File: config.mk
export PLATFORM = sky130hd
export DESIGN_NAME = simple_phase_sequencer
export DESIGN_NICKNAME = d
export VERILOG_FILES = /design/src/rtl/simple_phase_sequencer.sv
export SDC_FILE = /design/constraint.sdc
export NUM_CORES = 1
export LEC_CHECK = 0
export BUFFER_PORTS_ARGS = -buffer_cell sky130_fd_sc_hd__buf_4
export CORE_MARGIN = 2
export CORE_UTILIZATION = 33
export DETAILED_ROUTE_END_ITERATION = 10
export PLACE_DENSITY_LB_ADDON = 0.25
export RECOVER_POWER = 25
export SKIP_CTS_REPAIR_TIMING = 1
export SYNTH_ARGS = -nofsm -noshare
export SYNTH_HDL_FRONTEND = slang
export SYNTH_SLANG_ARGS = --single-unit
File: constraint.sdc
create_clock -name i_clk -period 1.6 [get_ports i_clk]
set_input_delay 0.16 -clock i_clk [delete_from_list [all_inputs] [get_ports i_clk]]
set_output_delay 0.16 -clock i_clk [all_outputs]
set_load 0.02 [all_outputs]
File: src/rtl/simple_phase_sequencer.sv
// Run/step/halt sequencer for the SIMPLE five-phase datapath.
// Drives the one-hot phase enables and gates instruction issue.
module simple_phase_sequencer (
  input  logic        i_clk,
  input  logic        i_rst_n,
  input  logic        i_run_sw,
  input  logic        i_step,
  input  logic        i_halt_req,
  input  logic        i_resume,
  input  logic        i_stall,
  output logic [4:0]  o_phase,
  output logic        o_busy,
  output logic        o_halted,
  output logic        o_instr_done,
  output logic [15:0] o_instr_count
);

  typedef enum logic [1:0] {StIdle, StRun, StStep, StHalted} state_e;

  state_e      r_state;
  logic [4:0]  r_phase;
  logic        r_done;
  logic [15:0] r_count;

  state_e      w_state_d;
  logic [4:0]  w_phase_d;
  logic        w_done_d;
  logic [15:0] w_count_d;
  logic        w_retire;

  always_ff @(posedge i_clk) begin
    if (!i_rst_n) begin
      r_state <= StIdle;
      r_phase <= 5'b0;
      r_done  <= 1'b0;
      r_count <= 16'h0;
    end else begin
      r_state <= w_state_d;
      r_phase <= w_phase_d;
      r_done  <= w_done_d;
      r_count <= w_count_d;
    end
  end

  // P5 completing on this edge; only meaningful while busy.
  assign w_retire = r_phase[4] && !i_stall;

  always_comb begin
    w_state_d = r_state;
    w_phase_d = r_phase;
    w_done_d  = 1'b0;
    w_count_d = r_count;
    unique case (r_state)
      StIdle: begin
        if (i_run_sw) begin
          w_state_d = StRun;
          w_phase_d = 5'b00001;
        end else if (i_step) begin
          w_state_d = StStep;
          w_phase_d = 5'b00001;
        end
      end
      StRun, StStep: begin
        if (w_retire) begin
          w_count_d = r_count + 16'd1;
          w_done_d  = 1'b1;
          if (i_halt_req) begin
            w_state_d = StHalted;
            w_phase_d = 5'b0;
          end else if (r_state == StRun && i_run_sw) begin
            w_phase_d = 5'b00001;
          end else begin
            w_state_d = StIdle;
            w_phase_d = 5'b0;
          end
        end else if (!i_stall) begin
          w_phase_d = {r_phase[3:0], r_phase[4]};
        end
      end
      StHalted: begin
        w_phase_d = 5'b0;
        if (i_resume) begin
          w_state_d = StIdle;
        end
      end
      default: begin
        w_state_d = StIdle;
        w_phase_d = 5'b0;
      end
    endcase
  end

  assign o_phase       = r_phase;
  assign o_busy        = (r_state == StRun) || (r_state == StStep);
  assign o_halted      = (r_state == StHalted);
  assign o_instr_done  = r_done;
  assign o_instr_count = r_count;

endmodule

Yosys cells after proc, flatten, opt, wreduce, memory -nomap -nowiden
Index checks and enable logic that the tools add are counted.
- $add $sub $neg: 1
- muxes and demuxes: 15
- equality and inequality tests: 8
- reduce and logical (&&, ||, !) cells: 10
- operators with widths (operator ; count):
    $mux 5 ; 4
    $add 16x1->16 const B ; 1
    $pmux 5 s3 ; 1
    $mux 2 ; 6
    $ne 3x3->1 const B ; 3
    $pmux 2 s3 ; 1
    $reduce_and 2->1 ; 3
    $eq 2x2->1 const B ; 2
    $ne 2x2->1 const B ; 2
    $reduce_and 4->1 ; 1
    $mux 1 ; 3
    $eq 2x1->1 const B ; 1
    $logic_and 1x1->1 ; 2
    $logic_not 2->1 ; 1
    $reduce_or 2->1 ; 1
    $logic_not 1->1 ; 1
    $logic_or 1x1->1 ; 1
- register bits after elaboration: 24
- output and inout port bits: 24
- word-level logic and storage cells: 38

Logic depth before layout (Yosys ltp)
Gate-level depths: netlist of the first run.
- word-level depth: 6
- gate-level depth with buffers: 7
- depth with buffers taken out: 6

Least setup slack after synthesis of the first run
Ideal clock, no wire load.
- kind: reg2reg
- start: register r_state[0]
- end: register r_count[12] (netlist: o_instr_count[12])
- path buffers: 0
- data required time: 1.468 ns
- setup slack: -0.312 ns
- cell stages (with the launch flop): 7
- arrival: 1.779 ns
- cell sequence: dfxtp_1 inv_1 ha_1 nand3b_2 or4_1 o21ai_1 a21oi_1
- cells in the longest elaborated chain, start to end: 3
- elaborated cells between the ends (all ways): 4
- those cells by class: 2 x eq/ne; 2 x reduce/logical
- ends and longest elaborated chain (item ; RTL line ; text):
    start: declaration ; 20 ; state_e r_state;
    start signal: assignment ; 33 ; r_state <= StIdle;
    start signal: assignment ; 38 ; r_state <= w_state_d;
    $eq 2x1->1 / $eq 2x2->1 (equally long branches) ; 53 ; unique case (r_state)
    $reduce_or 2->1 (*) ; 53 ;
    $reduce_and 2->1 (no line) (*) ; - ;
    end signal: assignment ; 41 ; r_count <= w_count_d;
    end: declaration ; 23 ; logic [15:0] r_count;
Every way passes the cells marked *; elsewhere a longest branch is shown, timed or not.
A chain may end at the register's enable or synchronous reset.

Worst setup path in the final report of the first run
- start: register r_state[1]
- end: register r_count[6] (netlist: o_instr_count[6])
The elaborated chain is that of the path after synthesis.

==> results.txt, run 1 <==
The number of antenna-violating nets in the routed design came out at 0. The global-route usage over all layers is roughly 14%. The pin slew with the least headroom to its limit came out at roughly 0.46 ns. Synthesis instantiated 30 different standard cells from the library.

The number of cells on the worst reg-to-reg path came out at 8. The number of placement rows is 21. The overall power came out at between 1.5 and 2 mW. The I/O pin count came out at 31.

The routed via count divided by cell count is about 4.8. The sequential element share of the synthesized area came out at between 40% and 50%. The synthesis-to-finish area growth came out at 43.6%. The critical path is of the reg2reg type.

The number of antenna violations at the first check in global routing is 0. The number of sinks on the clock net is 24. The pre-antenna-repair detailed-routing pass consisted of 4 iterations. Across the routed clock network, the largest skew measured is 0.00343 ns.

In this run the deepest clock path goes through 2 buffers. Static timing analysis puts the maximum clock frequency at 626 MHz. The critical path required time came out at 1.82 ns. The cell sitting at the root of the clock tree is a sky130_fd_sc_hd__clkbuf_4. The worst hold path belongs to the class in2reg.

After detailed routing, the total wire length is about 2700 um. The cell area after synthesis came out at 1170 um^2. The number of global-route vias before repair came to 1,125. Synthesis handed over a netlist of 133 instances. Final hold analysis gives a worst-case slack of between 0.1 and 0.15 ns. The quantity of I/O buffers inserted on ports is 30. CTS built an H-tree with a depth of 1. In this run, the number of DRC markers left after iteration 0 of detailed routing was 29. The floorplan die width is between 60 and 70 um. The largest net degree at the start of global routing came out at 15. The wire length of the first global-routing pass came out at 4750 um. The worst slew slack as a fraction of its limit is around 70%.

The shortest clock period the worst path allows after layout came out at approximately 1.6 ns. The flow ran to the end, and the final reports show no timing, DRC or antenna violations. The net count of the mapped netlist is between 100 and 150. The CTS buffer count came out at 3.

Setup repair after global routing could not meet its margin everywhere. In this run the most critical hold path is launched from i_rst_n. In this run the worst path has a maximum fanout of 5. The die area is about 4000 um^2.

The final global-route overflow total is 0. The endpoint identified for the worst register-to-register timing path is o_instr_count[6]. Detailed placement ended at an HPWL of a little over 2000 um. Each instance of the synthesized netlist takes up on average slightly below 9 um^2. The register bit total from synthesis came out at 24.

The power density over the cells came out at about 940 nW/um^2. The final number of setup-violating endpoints is 0. After clock tree synthesis, the clock-pin slew on the worst setup and hold paths is 0.13 ns. The endpoint of the worst setup timing path is o_instr_count[6]. The floorplan step defined a core boundary enclosing 3360 um^2. The starting utilization of the core area is a little over a third. The per-cell routed wire length is roughly 12 um. In the routed design, unresolved DRC markers number 0. The floorplan step set the die height to around 64 um.

The most critical setup path has its startpoint at r_state[1]. The worst setup path is captured at a flip-flop. Across the run, the number of max-cap violations was 0. In this run the critical register-to-register path is launched from r_state[1]. For flop-to-flop paths, the worst setup slack is between 0.003 and 0.004 ns.

The routed layout has approximately 1.1k vias. The clock reaches the later pin of the worst-skew pair after 0.31 ns. The maximum VDD drop came out at around 0.9 mV. For this design the static power due to leakage is 0.760 nW. The count of fill cells added during filler insertion is approximately 360. The final critical-path share of the clock period came out at approximately 100%. The CTS tree is done.

For the worst setup path, the data arrival time is about 1.8 ns. The number of failing hold endpoints at the final stage is 0. The number of antenna diodes in the final layout is 0. The weighted congestion reported at the end of routability-driven placement is between 0.8 and 0.9. The total number of yosys warnings is 0. The share of post-route cells with drive strength above 1 is 35.1%.

The number of pins with negative max-slew slack in the final report came out at 0. The critical path startpoint category is a flip-flop. The count of nets after finishing came out at 197.
cell usage in the layout (no fill, tap or decap), types with 4 or more instances in the layout:
master / n
sky130_fd_sc_hd__clkbuf_1: 10
sky130_fd_sc_hd__buf_4: 40
sky130_fd_sc_hd__inv_1: 4
sky130_fd_sc_hd__dfxtp_2: 4
sky130_fd_sc_hd__nand3_1: 8
sky130_fd_sc_hd__nor2_1: 11
sky130_fd_sc_hd__dfxtp_1: 20
sky130_fd_sc_hd__nand2_1: 16
sky130_fd_sc_hd__xnor2_1: 8
sky130_fd_sc_hd__a21oi_1: 9
sky130_fd_sc_hd__o21ai_0: 4
per-layer routing:
layer	vias to the layer above	GRT usage (%)	share of wire, %
met3	2	2.14	3.4
met5	-	0	0
met1	518	18.1	46
met4	0	6.25	0.71
li1	566	-	-
met2	23	24.6	49
cells in the mapped netlist:
master | instances | area share, %
sky130_fd_sc_hd__dfxtp_1 | 24 | 41
sky130_fd_sc_hd__nand2_1 | 16 | 5.1
sky130_fd_sc_hd__nor2_1 | 11 | 3.5
sky130_fd_sc_hd__a21oi_1 | 10 | 4.3
sky130_fd_sc_hd__nand3_1 | 9 | 3.8
sky130_fd_sc_hd__xnor2_1 | 8 | 6.0
sky130_fd_sc_hd__inv_1 | 6 | 1.9
sky130_fd_sc_hd__ha_1 | 4 | 4.3
sky130_fd_sc_hd__nor3_1 | 4 | 1.7
sky130_fd_sc_hd__o21a_1 | 4 | 2.6
sky130_fd_sc_hd__o21ai_0 | 4 | 1.7
sky130_fd_sc_hd__nand2b_1 | 3 | 1.6
sky130_fd_sc_hd__nor2b_1 | 3 | 1.6
sky130_fd_sc_hd__a41oi_1 | 2 | 1.5
sky130_fd_sc_hd__and3_1 | 2 | 1.1
sky130_fd_sc_hd__and3b_1 | 2 | 1.5
sky130_fd_sc_hd__clkbuf_1 | 2 | 0.64
sky130_fd_sc_hd__mux2i_1 | 2 | 1.7
sky130_fd_sc_hd__nand4_1 | 2 | 1.1
sky130_fd_sc_hd__nand4b_1 | 2 | 1.5
sky130_fd_sc_hd__nor4_2 | 2 | 2.1
sky130_fd_sc_hd__o21ai_1 | 2 | 0.85
sky130_fd_sc_hd__xor2_1 | 2 | 1.5
sky130_fd_sc_hd__buf_6 | 1 | 0.96
sky130_fd_sc_hd__nand3b_2 | 1 | 0.96
sky130_fd_sc_hd__nand4_4 | 1 | 1.8
sky130_fd_sc_hd__nor4_4 | 1 | 1.8
sky130_fd_sc_hd__o211ai_1 | 1 | 0.64
sky130_fd_sc_hd__or3_1 | 1 | 0.53
sky130_fd_sc_hd__or4_1 | 1 | 0.64
report_power, final:
group	total [mW]	internal, mW	switching (mW)
combinational	0.595	0.285	0.310
clock	0.320	0.139	0.181
sequential	0.663	0.638	0.0251
total	1.58	1.06	0.516
layout make-up:
class                      count  area [um^2]  share of cell area (%)
timing repair buffer          51          353                    21.0
clock buffer                   4         36.3                    2.16
multi-input combinational    100          727                    43.2
tap                           46         57.6                    3.42
inverter                       6         22.5                    1.34
sequential                    24          485                    28.9
through the flow:
step                      TNS (ns)  area (um^2)  cells  worst slack [ns]  util (%)
after CTS                   -0.139         1630    227           -0.0427      48.4
after global routing        -0.410         1680    231            -0.105      50.0
after global placement           0         1590    223            0.0319      47.4
final                            0         1680    231           0.00323      50.0
after detailed placement   -0.0533         1590    223           -0.0283      47.4
after floorplan                  0         1200    133           0.00722         -
registers in the layout (all words and copies together) (netlist names):
| name | cells |
|---|---|
| o_instr_done | 1 |
| o_phase | 5 |
| r_state | 2 |
| o_instr_count | 16 |
worst min-delay path by stage:
| stage | slack (ns) | depth (start not counted) | end |
|---|---|---|---|
| 2_1_floorplan | 0.30 | 2 | o_phase[0] |
| 3_3_place_gp | 0.46 | 3 | o_phase[0] |
| 3_5_place_dp | 0.46 | 3 | o_phase[0] |
| 4_1_cts | 0.11 | 3 | o_phase[0] |
| 5_1_grt | 0.12 | 3 | o_phase[0] |
| 6_report | 0.12 | 3 | o_phase[0] |
worst max-delay path: stages, from the launching register on:
cell	delay [ns]
sky130_fd_sc_hd__dfxtp_2	0.36
sky130_fd_sc_hd__inv_2	0.05
sky130_fd_sc_hd__ha_4	0.28
sky130_fd_sc_hd__nand3b_4	0.11
sky130_fd_sc_hd__buf_8	0.15
sky130_fd_sc_hd__buf_4	0.16
sky130_fd_sc_hd__nor3_1	0.22
sky130_fd_sc_hd__xnor2_1	0.14
sky130_fd_sc_hd__nor2_1	0.05
kinds of logic (layout without fill, tap and decap cells):
group	Yosys count	after routing	synth area share, %
and+or+nand+nor	61	61	30.4
DFF	24	24	41.0
AOI/OAI and AO/OA	23	23	11.5
xor gates and xnor gates	10	10	7.48
buffers and inverters	9	61	3.53
adders and majority gates	4	4	4.27
muxes	2	2	1.71
Power figures use the tool's default switching activity.
==> run 2, diff against run 1 <==
--- a/config.mk
+++ b/config.mk
@@ -9,7 +9,6 @@
 export CORE_MARGIN = 2
 export CORE_UTILIZATION = 33
 export DETAILED_ROUTE_END_ITERATION = 10
-export PLACE_DENSITY_LB_ADDON = 0.25
 export RECOVER_POWER = 25
 export SKIP_CTS_REPAIR_TIMING = 1
 export SYNTH_ARGS = -nofsm -noshare
==> results.txt, run 2 (synthesis gave the netlist of run 1 again) <==
The routed via count divided by cell count is around 4.8. The core area is ~3400 um^2. The placed cell area came out at 1580 um^2.

The library cells used most frequently in the layout, excluding fill and tap cells, are sky130_fd_sc_hd__buf_4, sky130_fd_sc_hd__dfxtp_1, sky130_fd_sc_hd__nand2_1. The die area came out at between 4000 and 5000 um^2. The level count of the clock H-tree came out at 1. The critical path required time is 1.82 ns. The worst slew slack as a fraction of its limit came out at a little over two thirds.

The number of buffers and inverters on the critical path is 0. The count of fill cells added during filler insertion came out at around 360. Leaving out fill and tap cells, the most frequent cell in the layout is sky130_fd_sc_hd__buf_4. The type of the worst min-delay path is in2reg.

The wire length of the first global-routing pass came out at around 4600 um. The kind of end point of the critical path is a flip-flop. The quantity of I/O buffers inserted on ports is 30.

Setup repair after global routing could not meet its margin everywhere. The final routed DRC violation total came out at 0. The HPWL after detailed placement came out at ~2000 um.

Counting the buffers created by CTS gives 3. The synthesis-to-finish area growth came out at 38.2%. The global routing usage on met3 came out at under 10%. The number of antenna violations at the first check in global routing came out at 0. The weighted congestion reported at the end of routability-driven placement came out at around 0.8.

The detailed router placed 1,080 vias in this run. Summed over all cells, the static leakage comes to just over 0.7 nW. The largest net degree at the start of global routing is 19. Once layout is done, the placed cells without fillers occupy ~1600 um^2.

The pin slew with the least headroom to its limit is roughly 0.44 ns. Timing analysis after detailed placement gives a worst setup slack of -0.0224 ns. The critical path runs through a total of 5 cells.

The shortest clock period the worst path allows after layout came out at approximately 1.6 ns. The longest clock path from root to sink contains 2 buffers. On the critical path, the stage with the largest delay is an instance of sky130_fd_sc_hd__or4_1. The register with the most flip-flops in the layout has 16 of them. For this run, the slowest stage of the critical path takes 0.51 ns.

The I/O pin count came out at 31. The repair_antennas step left the layout with diodes totalling 0. The flow ran to the end, and the final reports show no timing, DRC or antenna violations. The maximum VDD drop is between 0.7 and 0.8 mV. After detailed routing, the total wire length is 2610 um. The critical path is of the reg2reg type.

The critical path startpoint category is a flip-flop. The per-cell routed wire length is roughly 12 um. The number of pins with negative max-slew slack in the final report came to 0. The power density over the cells came out at between 900 and 1000 nW/um^2.

Measured in cells, the most critical reg-to-reg path has a length of 5. For this run, the post-layout net count is around 190. The final global-route overflow total is 0. The kind of cell with the highest combined delay on the critical path is simple AND/OR/NAND/NOR gates. The number of sinks on the clock net is 24. The number of antenna-violating nets in the routed design is 0.

The starting utilization of the core area is between 30% and 40%. In the final layout, the share of cells above drive strength 1 is between 30% and 40%. Clock-pin slew was measured on the worst setup and hold paths at between 0.1 and 0.15 ns.

Between clock sinks in the finished design, the worst skew comes to slightly below 0.01 ns. The clock network latency to the later pin of the worst-skew pair came out at between 0.3 and 0.4 ns. The peak fanout along the critical path came out at 5. The detailed-routing iteration count for the pre-antenna-repair pass came out at 4. The worst hold path cell count is 3. The final critical-path setup slack is 0.0154 ns. The data arrival time at the worst-slack endpoint came out at 1.80 ns. The global-route usage over all layers is approximately 14%. Static timing analysis puts the maximum clock frequency at around 630 MHz. The root buffer cell is sky130_fd_sc_hd__clkbuf_4.

The met1 global-route usage is between 10% and 20%. Setup violations remaining at the end of the flow were counted as 0. The die span in y is approximately 64 um.

The floorplan die width came out at between 60 and 70 um. TritonCTS built the clock tree. Row generation in the floorplan step produced 21 rows. Setup total negative slack on the finished layout was measured at 0 ns.

The DRC marker count from the first detailed-route iteration came out at 26. The number of failing hold endpoints at the final stage was 0. The met2 global-route usage is around a quarter. The final critical-path share of the clock period is around 99%. The number of violations of the max-capacitance limit is 0.

Traced cell by cell, the critical path runs through ha_1, nand3_2, or4_1, o21ai_1, a21oi_2. In this run the most used layer during global routing was met2. The number of global-route vias before repair came out at ~1.1k.
[run 2: worst reg2reg max path, delay by kind of cell, from the launching register on]
| family | cells | cell delay [ns] |
|---|---|---|
| and+or+nand+nor | 2 | 0.60 |
| adders and majority gates | 1 | 0.22 |
| AOI/OAI and AO/OA | 2 | 0.25 |
| DFF | 1 | 0.42 |
[run 2: per-stage QoR]
stage                     power [mW]  std cells  util (%)  hold slack, ns
after floorplan                 1.03        133         -           0.298
after global placement          1.21        221      46.9           0.463
after detailed placement        1.21        221      46.9           0.455
after CTS                       1.53        225      48.0           0.109
after global routing            1.64        226      48.1           0.115
final                           1.52        226      48.1           0.121
[run 2: layout make-up]
| type | instances | area [um^2] | area share (%) |
|---|---|---|---|
| sequential | 24 | 484 | 29.9 |
| timing repair buffer | 46 | 319 | 19.7 |
| inverter | 6 | 22.5 | 1.39 |
| clock buffer | 4 | 36.3 | 2.24 |
| multi-input combinational | 100 | 699 | 43.2 |
| tap | 46 | 57.6 | 3.55 |
[run 2: final timing paths]
| path | end | slack, ns | from |
|---|---|---|---|
| setup / recovery | o_instr_count[14] | 0.02 | o_instr_count[1] |
| hold / removal | o_phase[0] | 0.12 | i_rst_n |
| setup reg to reg | o_instr_count[14] | 0.02 | o_instr_count[1] |
| hold reg to reg | o_phase[3] | 0.49 | o_phase[3] |
[run 2: report_power, final]
group          switching [mW]  total, mW  internal, mW
clock                   0.175      0.314         0.139
combinational           0.301      0.549         0.248
sequential             0.0228      0.660         0.638
total                   0.499       1.52          1.02
[run 2: metal layers]
layer / vias up / part of all wire (%)
met4: 0 / 0.50
met5: - / 0
met1: 492 / 47
li1: 559 / -
met3: 2 / 3.9
met2: 27 / 48
